## config.mk

```make
export PLATFORM = sky130hd
export DESIGN_NAME = instr_fetch_unit_flat
export DESIGN_NICKNAME = d
export VERILOG_FILES = /design/src/rtl/riscv_pkg.sv /design/src/rtl/instr_fetch_unit_if.sv /design/src/rtl/instr_fetch_unit.sv /design/src/flat_wrapper.sv
export SDC_FILE = /design/constraint.sdc
export NUM_CORES = 1
export LEC_CHECK = 0
export CELL_PAD_IN_SITES_DETAIL_PLACEMENT = 1
export CELL_PAD_IN_SITES_GLOBAL_PLACEMENT = 1
export CORE_MARGIN = 2
export CORE_UTILIZATION = 33
export CTS_CLUSTER_SIZE = 24
export DETAILED_ROUTE_END_ITERATION = 10
export PLACE_DENSITY = 0.95
export SYNTH_ARGS = -nofsm -noshare
export SYNTH_HDL_FRONTEND = slang
export SYNTH_SLANG_ARGS = --single-unit
export TNS_END_PERCENT = 20
```

## constraint.sdc

```tcl
create_clock -name clk -period 4 [get_ports clk]
set_input_delay 0.4 -clock clk [delete_from_list [all_inputs] [get_ports clk]]
set_output_delay 0.4 -clock clk [all_outputs]
set_load 0.02 [all_outputs]
```

## src/rtl/riscv_pkg.sv

```systemverilog
// rtl/riscv_pkg.sv - opcode constants and fetch state encoding shared by fetch and decode
package riscv_pkg;

    localparam logic [6:0] OP_RTYPE  = 7'b0110011;
    localparam logic [6:0] OP_LOAD   = 7'b0000011;
    localparam logic [6:0] OP_STORE  = 7'b0100011;
    localparam logic [6:0] OP_IMM    = 7'b0010011;
    localparam logic [6:0] OP_BRANCH = 7'b1100011;
    localparam logic [6:0] OP_SYSTEM = 7'b1110011;

    typedef enum logic [1:0] {
        ST_IDLE  = 2'd0,
        ST_FETCH = 2'd1,
        ST_ISSUE = 2'd2,
        ST_HALT  = 2'd3
    } fetch_state_t;

endpackage

```

## src/rtl/instr_fetch_unit_if.sv

```systemverilog
// rtl/instr_fetch_unit_if.sv - request/acknowledge instruction memory port
interface instr_fetch_unit_if #(
    parameter int ADDR_W  = 64,
    parameter int INSTR_W = 32
);
    logic               imem_req;
    logic [ADDR_W-1:0]  imem_addr;
    logic               imem_ack;
    logic [INSTR_W-1:0] imem_rdata;

    modport master (
        output imem_req,
        output imem_addr,
        input  imem_ack,
        input  imem_rdata
    );

    modport slave (
        input  imem_req,
        input  imem_addr,
        output imem_ack,
        output imem_rdata
    );
endinterface

```

## src/rtl/instr_fetch_unit.sv

```systemverilog
// rtl/instr_fetch_unit.sv - PC owner and fetch/issue sequencer for the single-cycle core
module instr_fetch_unit
    import riscv_pkg::*;
#(
    parameter int                ADDR_W   = 64,
    parameter int                INSTR_W  = 32,
    parameter logic [ADDR_W-1:0] RESET_PC = '0
) (
    input  logic                 clk,
    input  logic                 rst_n,
    instr_fetch_unit_if.master   imem,
    input  logic                 stall,
    input  logic                 branch_taken,
    input  logic [ADDR_W-1:0]    branch_target,
    output logic [INSTR_W-1:0]   Instruction,
    output logic [6:0]           Opcode,
    output logic                 instr_valid,
    output logic [ADDR_W-1:0]    PC,
    output logic [31:0]          retired,
    output logic                 halted,
    output logic                 fault
);

    fetch_state_t state;
    logic         req_q;

    // Memory address is always the PC; the request is a registered flag
    assign imem.imem_addr = PC;
    assign imem.imem_req  = req_q;

    // Decoder sees a zero opcode when nothing is presented so it takes its no-op default
    assign Opcode = instr_valid ? Instruction[6:0] : 7'b0000000;

    // Fetch sequencer: all outputs registered, next-PC mux inline on accept
    always_ff @(posedge clk) begin
        if (!rst_n) begin
            state       <= ST_IDLE;
            PC          <= RESET_PC;
            req_q       <= 1'b0;
            instr_valid <= 1'b0;
            Instruction <= '0;
            retired     <= '0;
            halted      <= 1'b0;
            fault       <= 1'b0;
        end else begin
            case (state)
                ST_IDLE: begin
                    req_q <= 1'b1;
                    state <= ST_FETCH;
                end
                ST_FETCH: begin
                    if (imem.imem_ack) begin
                        Instruction <= imem.imem_rdata;
                        req_q       <= 1'b0;
                        instr_valid <= 1'b1;
                        state       <= ST_ISSUE;
                    end
                end
                ST_ISSUE: begin
                    if (!stall) begin
                        retired     <= retired + 32'd1;
                        instr_valid <= 1'b0;
                        if (Instruction[6:0] == OP_SYSTEM) begin
                            halted <= 1'b1;
                            state  <= ST_HALT;
                        end else if (branch_taken && (branch_target[1:0] != 2'b00)) begin
                            halted <= 1'b1;
                            fault  <= 1'b1;
                            state  <= ST_HALT;
                        end else begin
                            PC    <= branch_taken ? branch_target : PC + ADDR_W'(4);
                            req_q <= 1'b1;
                            state <= ST_FETCH;
                        end
                    end
                end
                ST_HALT: begin
                    state <= ST_HALT;
                end
                default: begin
                    state <= ST_IDLE;
                end
            endcase
        end
    end

endmodule

```

## src/flat_wrapper.sv

```systemverilog
// flat-port wrapper written by rule: the top's interface ports become plain ports
module instr_fetch_unit_flat import riscv_pkg::*;
#(
    parameter int                ADDR_W   = 64,
    parameter int                INSTR_W  = 32,
    parameter logic [ADDR_W-1:0] RESET_PC = '0
)
  (clk, rst_n, stall, branch_taken, branch_target, Instruction, Opcode, instr_valid, PC, retired, halted, fault, imem_imem_req, imem_imem_addr, imem_imem_ack, imem_imem_rdata);
  instr_fetch_unit_if #(.ADDR_W(ADDR_W), .INSTR_W(INSTR_W)) imem_i ();
  input  logic clk;
  input  logic rst_n;
  input  logic stall;
  input  logic branch_taken;
  input  logic [ADDR_W-1:0] branch_target;
  output logic [INSTR_W-1:0] Instruction;
  output logic [6:0] Opcode;
  output logic instr_valid;
  output logic [ADDR_W-1:0] PC;
  output logic [31:0] retired;
  output logic halted;
  output logic fault;
  output wire logic [$bits(imem_i.imem_req)-1:0] imem_imem_req;
  output wire logic [$bits(imem_i.imem_addr)-1:0] imem_imem_addr;
  input wire logic [$bits(imem_i.imem_ack)-1:0] imem_imem_ack;
  input wire logic [$bits(imem_i.imem_rdata)-1:0] imem_imem_rdata;
  assign imem_imem_req = imem_i.imem_req;
  assign imem_imem_addr = imem_i.imem_addr;
  assign imem_i.imem_ack = imem_imem_ack;
  assign imem_i.imem_rdata = imem_imem_rdata;
  instr_fetch_unit #(.ADDR_W(ADDR_W), .INSTR_W(INSTR_W), .RESET_PC(RESET_PC)) u_core (.clk(clk), .rst_n(rst_n), .imem(imem_i), .stall(stall), .branch_taken(branch_taken), .branch_target(branch_target), .Instruction(Instruction), .Opcode(Opcode), .instr_valid(instr_valid), .PC(PC), .retired(retired), .halted(halted), .fault(fault));
endmodule
```

==> results.md <==
- Cell area after layout: 11000 µm²
- Compound-Gate Fraction of Synth Area: 18.9%
- Critical path's slowest cell: or4b_4
- Mapped Cells: 1008
- Post-route non-filler standard cell count: 1521
- Initial Utilization: around a third
- CP startpoint kind: register
- First-pass GRT wire length: 48.2 mm
- Clock latency on the worst-skew pair: about 0.43 ns
- Initial antenna violation count: 2
- Final setup fails: 0
- DP Area: 10400 µm²
- Final #Nets: ~1300
- IO Pins: slightly above 300
- CP Data Arrival Time: ~3.4 ns
- Site row count: 55
- Post-synthesis mux area share: 1.92%
- Max Cap Violations: 0
- Die width: 156 µm
- Post-synth EDFFs: 0
- Required @ worst endpoint: 4.37 ns
- Fraction of layout cells with a size suffix above 1: 5.83%
- Critical Path Sink: u_core.PC[48]$_SDFFE_PN0P_
- Gpl congestion: around 0.86
- Worst VDD drop: ~0.3 mV
- R2R Path End: u_core.PC[48]$_SDFFE_PN0P_
- Seq cells post-synth: 134
- Most common cell after layout, fill and taps aside: clkdlybuf4s50_1
- CTS root buffer: clkbuf_16
- Area share of xor/xnor cells in the synthesized design: approximately 3%
- DR vias/cell: 5.76
- Post-CTS sizing: 0
- Yosys Warn Count: 0
- Clk slew on worst S/H paths: 0.06 ns
- Layout area overhead: 44.6%
- Max incr delay on CP: 0.72 ns
- H-tree depth: 4
- Post-CTS setup buffer count: 0
- # fillers: about 2700
- Hpwl dp: 22.9 mm
- Final Hold Fails: 0
- Post-DRT Antenna Nets: 0
- P per Cell Area: 309 nW/µm²
- Ys flop type: dfxtp_1
- Share of Yosys cell area claimed by the top area cell type: 35.3%
- First DRT Iteration DRCs: roughly 510
- Synth cell types: 62
- Least-Margin Pin Slew: 0.950 ns
- DRC: 0
- Normalized max-slew margin: 36.5%
- HP Class: register to register
- Vias in the first global route: around 9000
- Top post-synthesis cells by area: dfxtp_1 35%, nand2_1 7.8%, buf_4 6.3%
- Height of the chip: ~160 µm
- Largest net degree at the start of global routing: 73
- Worst Setup End Kind: register
- Fin Clk Skew: ~0.017 ns
- CTS tree: built
- Pleak: 3.62 nW
- CP startpoint: u_core.PC[2]$_SDFFE_PN0P_
- Die area: 24300 µm²
- Final Max Tran Viols: 0
- Fmax: about 0.33 GHz
- CTS buffer count: 17
- Vias: 8757
- Unrepaired setup endpoints after global routing: no
- Critical-path maximum fanout: 10
- Setup tns final: 0 ns
- IO buf count: 303
- Status: completed
- Minimum clock period: 3.03 ns
- Global Route Usage Sum: between 20% and 30%
- Setup slack, reg-to-reg: 0.97 ns
- Hold_sp: u_core.Instruction[13]$_SDFFE_PN0P_
- Fin crit share: approximately three quarters
- Placed insts: 1488
- Most area-hungry cell type in the Yosys netlist: dfxtp_1
- Main combinational cell family by area after synthesis: simple AND/OR/NAND/NOR gates
- Most frequent cells in the layout: 302 x clkdlybuf4s50_1, 158 x nand2_1, 134 x dfxtp_1
- Post-synthesis cell area: 7610 µm²
- CTS Buffer Depth: 2
- Reg2reg path depth: 7
- DR WL/cell: 20.7 µm
- Register area share after synthesis: between 30% and 40%
- Multi-input gate area: between 4000 and 5000 µm²
- Synth Net Count: ~1100
- Hold Buf Count CTS: 0
- Final WL: 31.4 mm
- Reg2reg start: u_core.PC[2]$_SDFFE_PN0P_
- Core area: 22600 µm²
- Post-Synth Adder-Cell Area: less than 1%
- Synth Area in Simple Gates: ~31%
- Overflow after GRT: 0
- Worst Path Class, Setup: register to register
- Asr flop ratio synth: 0%
- Syn_area_per_cell: 7.55 µm²
- Register Area: 2680 µm²
- Clk sinks: 134
- First drt pass iteration count: 5
- Crit path cell chain: ha_1, and4_1, nand3_1, or4b_4, or4_1, a21oi_1, o21a_1
final cells by class:
cell class | instances | share of cell area [%]
diodes | 1 | 0.0227
flip-flops and latches | 134 | 24.4
inverters | 8 | 0.284
repair buffers | 319 | 28.6
multi-input cells | 742 | 38.2
clock inverters | 15 | 1.42
clock buffers | 17 | 3.86
well taps | 285 | 3.24
worst max-delay path, delay by kind of cell (launching register included):
kind            cells  cell delay [ns]
fa+ha+maj           1             0.28
flops               1             0.47
simple gates        4             1.94
compound gates      2             0.30
kinds of logic after synthesis:
kind of cell             after synthesis
flip-flops                           134
XOR/XNOR                              26
adder cells (fa/ha/maj)                2
AO/OA/AOI/OAI                        227
buffers and inverters                132
AND/OR/NAND/NOR                      473
multiplexers                          14
synthesized netlist by cell type, types with 3 or more instances:
cell type  instances
buf_1              6
a32o_1             8
mux2i_1            9
a21oi_1           83
and2_1            18
nand4_1           28
o21a_1             4
o31ai_1            4
nor2_1            90
nor4b_1            3
or3_1             17
nand2_1          158
a31oi_1           19
and3_1            20
nor4_1            19
buf_2              3
and4_1            16
a22oi_1           13
mux2_2             5
o41ai_1            7
or2_2              3
xor2_1            14
xnor2_1           12
inv_1              7
a2bb2oi_1          3
nand3_1           60
a22o_1             6
nor2b_1            6
o221a_2            5
nor3_1            19
buf_4             64
a211oi_1           5
or4_1              6
dfxtp_1          134
clkbuf_1          50
o21ai_0           48
a21o_1             4
registers in the layout (all words and copies together) (netlist names):
| name | cells |
|---|---|
| u_core.imem.imem_req | 1 |
| u_core.fault | 1 |
| u_core.PC | 64 |
| u_core.retired | 32 |
| u_core.Instruction | 32 |
| u_core.state | 2 |
| u_core.halted | 1 |
| u_core.instr_valid | 1 |
through the flow:
stage | worst slack, ns | power (W) | util (%) | hold slack, ns
2_1_floorplan | 1.28 | 0.00161 | - | 0.504
3_3_place_gp | 1.01 | 0.00182 | 46.0 | 0.440
3_5_place_dp | 0.847 | 0.00183 | 46.0 | 0.451
4_1_cts | 0.993 | 0.00341 | 48.6 | 0.460
5_1_grt | 0.807 | 0.00350 | 48.6 | 0.475
6_report | 0.974 | 0.00340 | 48.6 | 0.454
routing by layer:
layer  wire length, µm  GRT usage [%]
met1             12100           28.0
met2             15300           43.6
met3              2960           8.22
met4              1130           11.0
met5                12              0
how the worst min path moves through the flow:
stage	slack, ns	end	depth (start not counted)
2_1_floorplan	0.50	u_core.state[1]$_SDFFE_PN0P_	2
3_3_place_gp	0.44	u_core.Instruction[23]$_SDFFE_PN0P_	2
3_5_place_dp	0.45	u_core.Instruction[12]$_SDFFE_PN0P_	2
4_1_cts	0.46	u_core.Instruction[13]$_SDFFE_PN0P_	2
5_1_grt	0.48	u_core.Instruction[12]$_SDFFE_PN0P_	2
6_report	0.45	u_core.Instruction[13]$_SDFFE_PN0P_	2
power breakdown:
group	switching, W	internal (W)	total, W
Sequential	0.0000390	0.00136	0.00140
Combinational	0.000203	0.000196	0.000399
Clock	0.000715	0.000882	0.00160
Total	0.000957	0.00244	0.00340
Power figures use the tool's default switching activity.
